## src/rtl/banco_registradores_param_pkg.sv

```systemverilog
// Shared sizing for the ID-stage register file, decode and hazard unit.
// Holds default widths and the index of the hardwired-zero entry.
package banco_registradores_param_pkg;

    localparam int LARGURA_PADRAO  = 32;
    localparam int NUM_REGS_PADRAO = 32;
    localparam int ENDERECO_ZERO   = 0;

endpackage

```

## src/rtl/banco_registradores_param_if.sv

```systemverilog
// Register-file access bundle: two read ports with hazard flags, writeback, issue reservation, flush.
// The master is the ID/WB side; the slave is the register file.
interface banco_registradores_param_if
    import banco_registradores_param_pkg::*;
#(
    parameter int LARGURA  = LARGURA_PADRAO,
    parameter int NUM_REGS = NUM_REGS_PADRAO,
    parameter int LARG_END = $clog2(NUM_REGS)
);

    logic [LARG_END-1:0] end_leitura1;
    logic [LARG_END-1:0] end_leitura2;
    logic [LARGURA-1:0]  dado_leitura1;
    logic [LARGURA-1:0]  dado_leitura2;
    logic                pendente1;
    logic                pendente2;
    logic                habilita_escrita;
    logic [LARG_END-1:0] end_escrita;
    logic [LARGURA-1:0]  dado_escrita;
    logic                reserva_valida;
    logic [LARG_END-1:0] end_reserva;
    logic                limpa_reservas;

    modport master (
        output end_leitura1, end_leitura2,
        input  dado_leitura1, dado_leitura2, pendente1, pendente2,
        output habilita_escrita, end_escrita, dado_escrita,
        output reserva_valida, end_reserva, limpa_reservas
    );

    modport slave (
        input  end_leitura1, end_leitura2,
        output dado_leitura1, dado_leitura2, pendente1, pendente2,
        input  habilita_escrita, end_escrita, dado_escrita,
        input  reserva_valida, end_reserva, limpa_reservas
    );

endinterface

```

## src/rtl/banco_registradores_param_tabela_pendencias.sv

```systemverilog
// Per-entry pending bits: set on issue, cleared on writeback, cleared en masse on flush.
// Lookups are combinational; updates land on the next clock edge; no backpressure.
module banco_registradores_param_tabela_pendencias #(
    parameter int NUM_REGS = 32,
    parameter int LARG_END = $clog2(NUM_REGS),
    parameter int ZERO_REG = 1
) (
    input  logic                clk,
    input  logic                reset,
    input  logic                reserva_valida,
    input  logic [LARG_END-1:0] end_reserva,
    input  logic                limpa_reservas,
    input  logic                escrita_valida,
    input  logic [LARG_END-1:0] end_escrita,
    input  logic [LARG_END-1:0] end_consulta1,
    input  logic [LARG_END-1:0] end_consulta2,
    output logic                pendente_consulta1,
    output logic                pendente_consulta2
);

    logic [NUM_REGS-1:0] pend;
    logic [NUM_REGS-1:0] pend_prox;
    logic                reserva_ok;

    assign reserva_ok = reserva_valida && !((ZERO_REG != 0) && (end_reserva == '0));

    // Set is applied after clear so a newer producer wins over an older writeback.
    always_comb begin
        pend_prox = pend;
        if (escrita_valida) pend_prox[end_escrita] = 1'b0;
        if (reserva_ok)     pend_prox[end_reserva] = 1'b1;
    end

    always_ff @(posedge clk) begin
        if (reset || limpa_reservas) begin
            pend <= '0;
        end else begin
            pend <= pend_prox;
        end
    end

    assign pendente_consulta1 = pend[end_consulta1];
    assign pendente_consulta2 = pend[end_consulta2];

endmodule

```

## src/rtl/banco_registradores_param.sv

```systemverilog
// ID-stage register file: two combinational read ports, one write port, optional zero entry and bypass.
// Reads are 0-cycle, writes land on the next edge; no backpressure, pending flags drive the hazard stall.
module banco_registradores_param
    import banco_registradores_param_pkg::*;
#(
    parameter int LARGURA  = LARGURA_PADRAO,
    parameter int NUM_REGS = NUM_REGS_PADRAO,
    parameter int LARG_END = $clog2(NUM_REGS),
    parameter int ZERO_REG = 1,
    parameter int BYPASS   = 1
) (
    input  logic                         clk,
    input  logic                         reset,
    banco_registradores_param_if.slave   bus
);

    localparam logic [LARG_END-1:0] END_ZERO = LARG_END'(ENDERECO_ZERO);

    logic [LARGURA-1:0] regs [NUM_REGS];
    logic               escrita_ok;
    logic               acerto1;
    logic               acerto2;
    logic               zero1;
    logic               zero2;
    logic               pend_tab1;
    logic               pend_tab2;

    // A write to the hardwired-zero entry is dropped everywhere, including bypass and pending clear.
    assign escrita_ok = bus.habilita_escrita &&
                        !((ZERO_REG != 0) && (bus.end_escrita == END_ZERO));

    always_ff @(posedge clk) begin
        if (reset) begin
            for (int i = 0; i < NUM_REGS; i++) begin
                regs[i] <= '0;
            end
        end else if (escrita_ok) begin
            regs[bus.end_escrita] <= bus.dado_escrita;
        end
    end

    assign acerto1 = (BYPASS != 0) && escrita_ok && (bus.end_escrita == bus.end_leitura1);
    assign acerto2 = (BYPASS != 0) && escrita_ok && (bus.end_escrita == bus.end_leitura2);
    assign zero1   = (ZERO_REG != 0) && (bus.end_leitura1 == END_ZERO);
    assign zero2   = (ZERO_REG != 0) && (bus.end_leitura2 == END_ZERO);

    always_comb begin
        bus.dado_leitura1 = regs[bus.end_leitura1];
        if (zero1)        bus.dado_leitura1 = '0;
        else if (acerto1) bus.dado_leitura1 = bus.dado_escrita;

        bus.dado_leitura2 = regs[bus.end_leitura2];
        if (zero2)        bus.dado_leitura2 = '0;
        else if (acerto2) bus.dado_leitura2 = bus.dado_escrita;
    end

    // A writeback arriving this cycle resolves the hazard immediately when bypassing.
    assign bus.pendente1 = pend_tab1 && !acerto1 && !zero1;
    assign bus.pendente2 = pend_tab2 && !acerto2 && !zero2;

    banco_registradores_param_tabela_pendencias #(
        .NUM_REGS (NUM_REGS),
        .LARG_END (LARG_END),
        .ZERO_REG (ZERO_REG)
    ) u_tabela_pendencias (
        .clk                (clk),
        .reset              (reset),
        .reserva_valida     (bus.reserva_valida),
        .end_reserva        (bus.end_reserva),
        .limpa_reservas     (bus.limpa_reservas),
        .escrita_valida     (escrita_ok),
        .end_escrita        (bus.end_escrita),
        .end_consulta1      (bus.end_leitura1),
        .end_consulta2      (bus.end_leitura2),
        .pendente_consulta1 (pend_tab1),
        .pendente_consulta2 (pend_tab2)
    );

endmodule
```

## src/flat_wrapper.sv

```systemverilog
// flat-port wrapper written by rule: the top's interface ports become plain ports
module banco_registradores_param_flat import banco_registradores_param_pkg::*;
#(
    parameter int LARGURA  = LARGURA_PADRAO,
    parameter int NUM_REGS = NUM_REGS_PADRAO,
    parameter int LARG_END = $clog2(NUM_REGS),
    parameter int ZERO_REG = 1,
    parameter int BYPASS   = 1
)
  (clk, reset, bus_end_leitura1, bus_end_leitura2, bus_dado_leitura1, bus_dado_leitura2, bus_pendente1, bus_pendente2, bus_habilita_escrita, bus_end_escrita, bus_dado_escrita, bus_reserva_valida, bus_end_reserva, bus_limpa_reservas);
  banco_registradores_param_if #(.LARGURA(LARGURA), .NUM_REGS(NUM_REGS), .LARG_END(LARG_END)) bus_i ();
  input  logic clk;
  input  logic reset;
  input wire logic [$bits(bus_i.end_leitura1)-1:0] bus_end_leitura1;
  input wire logic [$bits(bus_i.end_leitura2)-1:0] bus_end_leitura2;
  output wire logic [$bits(bus_i.dado_leitura1)-1:0] bus_dado_leitura1;
  output wire logic [$bits(bus_i.dado_leitura2)-1:0] bus_dado_leitura2;
  output wire logic [$bits(bus_i.pendente1)-1:0] bus_pendente1;
  output wire logic [$bits(bus_i.pendente2)-1:0] bus_pendente2;
  input wire logic [$bits(bus_i.habilita_escrita)-1:0] bus_habilita_escrita;
  input wire logic [$bits(bus_i.end_escrita)-1:0] bus_end_escrita;
  input wire logic [$bits(bus_i.dado_escrita)-1:0] bus_dado_escrita;
  input wire logic [$bits(bus_i.reserva_valida)-1:0] bus_reserva_valida;
  input wire logic [$bits(bus_i.end_reserva)-1:0] bus_end_reserva;
  input wire logic [$bits(bus_i.limpa_reservas)-1:0] bus_limpa_reservas;
  assign bus_i.end_leitura1 = bus_end_leitura1;
  assign bus_i.end_leitura2 = bus_end_leitura2;
  assign bus_dado_leitura1 = bus_i.dado_leitura1;
  assign bus_dado_leitura2 = bus_i.dado_leitura2;
  assign bus_pendente1 = bus_i.pendente1;
  assign bus_pendente2 = bus_i.pendente2;
  assign bus_i.habilita_escrita = bus_habilita_escrita;
  assign bus_i.end_escrita = bus_end_escrita;
  assign bus_i.dado_escrita = bus_dado_escrita;
  assign bus_i.reserva_valida = bus_reserva_valida;
  assign bus_i.end_reserva = bus_end_reserva;
  assign bus_i.limpa_reservas = bus_limpa_reservas;
  banco_registradores_param #(.LARGURA(LARGURA), .NUM_REGS(NUM_REGS), .LARG_END(LARG_END), .ZERO_REG(ZERO_REG), .BYPASS(BYPASS)) u_core (.clk(clk), .reset(reset), .bus(bus_i));
endmodule
```

## config.mk

```make
export PLATFORM = sky130hd
export DESIGN_NAME = banco_registradores_param_flat
export DESIGN_NICKNAME = d
export VERILOG_FILES = /design/src/rtl/banco_registradores_param_pkg.sv /design/src/rtl/banco_registradores_param_if.sv /design/src/rtl/banco_registradores_param_tabela_pendencias.sv /design/src/rtl/banco_registradores_param.sv /design/src/flat_wrapper.sv
export SDC_FILE = /design/constraint.sdc
export NUM_CORES = 2
export LEC_CHECK = 0
export CORE_UTILIZATION = 45
export CTS_BUF_LIST = sky130_fd_sc_hd__clkbuf_8 sky130_fd_sc_hd__clkbuf_16
export DETAILED_ROUTE_END_ITERATION = 8
export PLACE_DENSITY = 0.63
export SETUP_SLACK_MARGIN = 0.4
export SYNTH_ARGS = -nofsm -noshare
export SYNTH_HDL_FRONTEND = slang
export SYNTH_SLANG_ARGS = --single-unit
```

## constraint.sdc

```tcl
create_clock -name clk -period 9.3 [get_ports clk]
set_input_delay 2.325 -clock clk [delete_from_list [all_inputs] [get_ports clk]]
set_output_delay 2.325 -clock clk [all_outputs]
set_load 0.05 [all_outputs]
```

# Yosys cells after proc, flatten, opt, wreduce, memory -nomap -nowiden
# Memory sizes are Yosys's and may differ from the RTL's.
# Index checks and enable logic that the tools add are counted.
# Widths: inputs -> output; s select.
# word_totals
register_bits,32
mem_bits_rw,1024
input_bits,57
output_inout_bits,66
elab_cells,57
mem_count,1
# memory_table
memory,words,width,rd,rd_clocked_by_memory_dff,write_ports,line_no,rtl
u_core.regs,32,32,2,0,32,banco_registradores_param.sv:19,logic [LARGURA-1:0] regs [NUM_REGS];
# op_classes
order_cmp,6
n_eq_ne,2
mux,22
bitwise_logic,3
n_reduce_logical,22
# ops
operator,n
$mux 32,7
$and 32x32->32,1
$not 32->32,1
$or 32x32->32,1
$reduce_or 32->1,1
$lt 5x6->1 const B,4
$logic_not 5->1,4
$bmux 1 s5,2
$demux 1 s5,2
$eq 5x5->1,2
$ge 5x1->1 const B,2
$logic_and 1x1->1,10
$mux 1,10
$logic_not 1->1,6
$mux 5,1
$logic_or 1x1->1,1

# Logic depth before layout (Yosys ltp)
# depth
depth_word,9
depth_mapped,9
mapped_depth_nobuf,5

# By module
# From an unflattened synthesis, not the netlist that was laid out.
# hier_totals
hier_cells,4056
area_unflattened_um2,57211.1
# by_module_without_submodules
module,n_inst,cells_per_inst,area_each_um2,seq_area_each_um2
banco_registradores_param,1,3812,55273.0,30749.5
banco_registradores_param_tabela_pendencias,1,244,1938.1,640.6

# Least setup slack after synthesis
# OpenSTA, ideal clock, no wires.
# synth_path
path_type,input-to-output
start,input bus_end_escrita[4]
end,output bus_dado_leitura1[29]
arrival_ns,5.369
t_required_ns,6.975
path_slack_ns,1.606
stages,9
n_path_buf,4
path_cell_list,clkbuf_1 -> or3_1 -> clkbuf_1 -> o31a_1 -> and4_1 -> buf_2 -> nand2b_4 -> buf_6 -> o41ai_1
# synth_via
elab_chain_cells,6
word_cells_on_any_way,7
cone_classes,1 x eq/ne; 2 x mux; 4 x reduce/logical
# synth_rtl
item,line_no,rtl
"start, declared",flat_wrapper.sv:21,input wire logic [$bits(bus_i.end_escrita)-1:0] bus_end_escrita;
$logic_not 5->1,banco_registradores_param.sv:30,!((ZERO_REG != 0) && (bus.end_escrita == END_ZERO));
$logic_not 1->1,banco_registradores_param.sv:30,
$logic_and 1x1->1,banco_registradores_param.sv:29,assign escrita_ok = bus.habilita_escrita &&
$logic_and 1x1->1 *,banco_registradores_param.sv:42,assign acerto1 = (BYPASS != 0) && escrita_ok && (bus.end_escrita == bus.end_leitura1);
$mux 32 *,banco_registradores_param.sv:50,else if (acerto1) bus.dado_leitura1 = bus.dado_escrita;
$mux 32 *,banco_registradores_param.sv:49,if (zero1) bus.dado_leitura1 = '0;
"end, declared",flat_wrapper.sv:16,output wire logic [$bits(bus_i.dado_leitura1)-1:0] bus_dado_leitura1;
# Mark *: on every way between the ends. The rest lies on a longest branch, timed or not.

# Worst setup path after layout
# layout_path
start,input bus_end_escrita[3]
end,output bus_dado_leitura1[0]
# Same word-level chain as after synthesis.

==> impl_metrics.csv <==
group,metric,value,unit
detailed_routing,drtIter0Drc,5285,
cts,cts_setup_buffers,0,
floorplanning,core,126000,µm²
worst_setup_path,worst_r2r_path_depth,2,
status,status,"complete, no violations",
hold_path,hp-class,"register to register",
worst_setup_path,cp_data_required_time,6.98,ns
sta,finalMaxSlewViolations,0,
placed_design,dpl.hpwl,109,mm
synthesis,synth_warnings,0,
worst_setup_path,reg2reg_from,"u_core.u_tabela_pendencias.pend[23]$_SDFF_PP0_",
detailed_routing,detail_route.wirelength,198,mm
placed_design,gp_congestion,0.841,
synthesis,synth_cells,3980,
synthesis,ys.flop_type,"edfxtp_1",
placed_design,pre_cts_ws,1.23,ns
power,power.internal,8.81,mW
worst_setup_path,path_cells,"clkdlybuf4s50_1, or3_1, o31a_1, and4_2, nand2b_4, buf_4, o41ai_1, buf_12",
synthesis,synth_commonest_cells,"1024 x edfxtp_1, 991 x and2_1, 461 x mux4_2",
floorplanning,dieArea,129000,µm²
power,power_density,183,nW/µm²
sta,skew,0,ns
synthesis,yosysUniqueCellTypes,54,
global_route,grt_pass1_wl,278,mm
synthesis,syn_area_per_cell,14.4,µm²
synthesis,yosysTopAreaCell,"edfxtp_1",
worst_setup_path,slowest_delay,0.72,ns
power,seq_power_share,47.0,%
cts,cts-resized-gates,0,
global_route,grt_pass1_vias,36900,
final_layout,final_util,51.7,%
worst_setup_path,critPathCaptureType,"primary output",
sta,tns,0,ns
worst_setup_path,r2r_end,"u_core.u_tabela_pendencias.pend[23]$_SDFF_PP0_",
worst_setup_path,rrSetupSlack,8.58,ns
cts,cts_tree,"done",
synthesis,synth-seq-cells,1056,
sta,rsz0062_at_grt,"no",
hold_path,whs_path_depth,2,
sta,fin_crit_sh,87.1,%
synthesis,yosysTopAreaCellShare,53.5,%
sta,hold_viol,0,
detailed_routing,drc,0,
sta,setup_ws,1.20,ns
job,cap_violations,0,
final_layout,drive_above_1_share,23.2,%
hold_path,hold_end,"u_core.u_tabela_pendencias.pend[0]$_SDFF_PP0_",
global_route,antenna_found_initial,12,
cts,cts_hold_buf,0,
power,switching_share,26.2,%
final_layout,num-nets-final,4006,
detailed_routing,routedWlPerCell,34.8,µm
power,p_total,11.9,mW
floorplanning,pin_count,123,
power,p_switching,3.13,mW
synthesis,async_reset_ff_share,0,%
sta,worstMarginPinSlew,1.25,ns
synthesis,synth-edff-count,1024,
cts,clock_latency,0.70,ns
cts,clk_pin_slew_worst_paths,0.06,ns
sta,max_slew_margin,16.1,%
worst_setup_path,crit_family,"buffers and inverters",
final_layout,syn2layout_area_growth,13.4,%
cts,numCtsBuffers,117,
worst_setup_path,cp_slowest_cell,"o41ai_1",
sta,setup_viol,0,
synthesis,syn_area,57400,µm²
worst_setup_path,arrival,5.78,ns
floorplanning,row_count,130,
cts,cts.sinks,1056,
cts,h-tree-depth,3,
global_route,track_usage,30.4,%
floorplanning,initial_core_util,45.6,%
cts,cts-root-buf,"clkbuf_16",
global_route,grt_overflow_total,0,
placed_design,io_buffers,122,
detailed_routing,antenna_left,0,
global_route,grt_max_degree,116,
worst_setup_path,crit_fanout,21,
sta,max_clock_freq,123,MHz
synthesis,synth_most_common_cell,"edfxtp_1",
detailed_routing,vias,37800,
power,comb_power_share,15.0,%
synthesis,synth_seq_area_share,54.6,%
floorplanning,die_h,359,µm
worst_setup_path,startpoint_type,"primary input",
worst_setup_path,critical_path_class,"primary input to primary output",
cts,cts_max_path_buffers,3,
synthesis,synthTopCellsByArea,"edfxtp_1 54%, mux4_2 18%, and2_1 11%",
floorplanning,die_w,359,µm
power,vdd_drop_max,162,µV
worst_setup_path,critPathBufInv,3,
power,leakage,22.2,nW
detailed_routing,drt_first_pass_iters,5,
power,pwr-share-clk,38.0,%
sta,min_period,8.10,ns
detailed_routing,routed_via_density,6.63,
hold_path,min-delay-start,"u_core.u_tabela_pendencias.pend[0]$_SDFF_PP0_",
stage by stage:
step,area (µm²),std cells,hold WS [ns]
6_report,65100,5706,0.454
5_1_grt,65100,5697,0.481
4_1_cts,65100,5692,0.457
3_5_place_dp,61400,5480,0.448
3_3_place_gp,61400,5480,0.445
2_1_floorplan,57600,4011,0.418
state kept, by name, summed over array words and instances, names as in the netlist:
register / cells
u_core.u_tabela_pendencias.pend: 32
u_core.regs: 1024
layout make-up:
type | count | area [µm²]
antenna | 14 | 35.0
clock buffer | 121 | 3020
clock inverter | 91 | 658
fill | 10400 | 60900
inverter | 5 | 22.5
multi-input combinational | 2507 | 24800
sequential | 1056 | 31400
tap | 1650 | 2060
timing repair buffer | 262 | 3150
logic make-up after synthesis:
logic type / Yosys count / share of synthesized area (%)
AOI/OAI and AO/OA: 486 / 6.80
xor gates and xnor gates: 10 / 0.152
muxes: 664 / 21.6
other: 1 / 0.00653
buffers and inverters: 448 / 3.19
and+or+nand+nor: 1315 / 13.6
DFF: 1056 / 54.6
worst max-delay path by stage:
stage | endpoint | cells after the start | from | slack (ns)
finish | bus_dado_leitura1[0] | 8 | bus_end_escrita[3] | 1.20
global route | bus_dado_leitura1[0] | 8 | bus_end_escrita[3] | 1.15
CTS | bus_dado_leitura1[0] | 8 | bus_end_escrita[3] | 1.23
detailed placement | bus_dado_leitura1[0] | 8 | bus_end_escrita[3] | 1.23
global placement | bus_dado_leitura1[24] | 8 | bus_end_escrita[3] | 1.38
floorplan | bus_dado_leitura1[29] | 9 | bus_end_escrita[4] | 1.61
per-layer routing:
layer / vias up / track usage, % / wire, µm
met2: 2558 / 45.9 / 89900
met5: - / 0 / 0
met3: 467 / 6.70 / 23000
met4: 0 / 12.8 / 8870
li1: 15300 / - / -
met1: 19500 / 42.4 / 76700
cells in the final DEF, fill, tap and decap left out, types with 32 or more instances in the layout:
cell	Yosys	final
mux4_2	461	461
a22oi_1	81	81
mux2i_1	203	203
o211ai_1	62	62
nor2_4	0	32
a211oi_1	62	62
edfxtp_1	1024	1024
nand2_1	67	66
dfxtp_1	32	32
clkbuf_16	0	120
nor2b_1	71	70
nor3_1	36	34
clkdlybuf4s50_1	0	47
nor2_1	91	59
and2_1	991	991
a221oi_1	97	97
buf_12	0	83
buf_4	15	124
o21ai_0	48	48
conb_1	1	32
tightest hold or removal path: stages (launching register included):
cell,delay (ns)
dfxtp_1,0.32
inv_1,0.05
nor2_1,0.03
power groups by stage:
stage                     clock network [mW]  registers [mW]  logic [mW]
after global routing                    4.73            5.63        1.85
after global placement                     0            5.68        1.77
after detailed placement                   0            5.70        1.78
after floorplan                            0            5.66        1.07
after CTS                               4.56            5.60        1.78
final                                   4.54            5.61        1.79
Note: power is estimated with default switching activity, not from simulation.
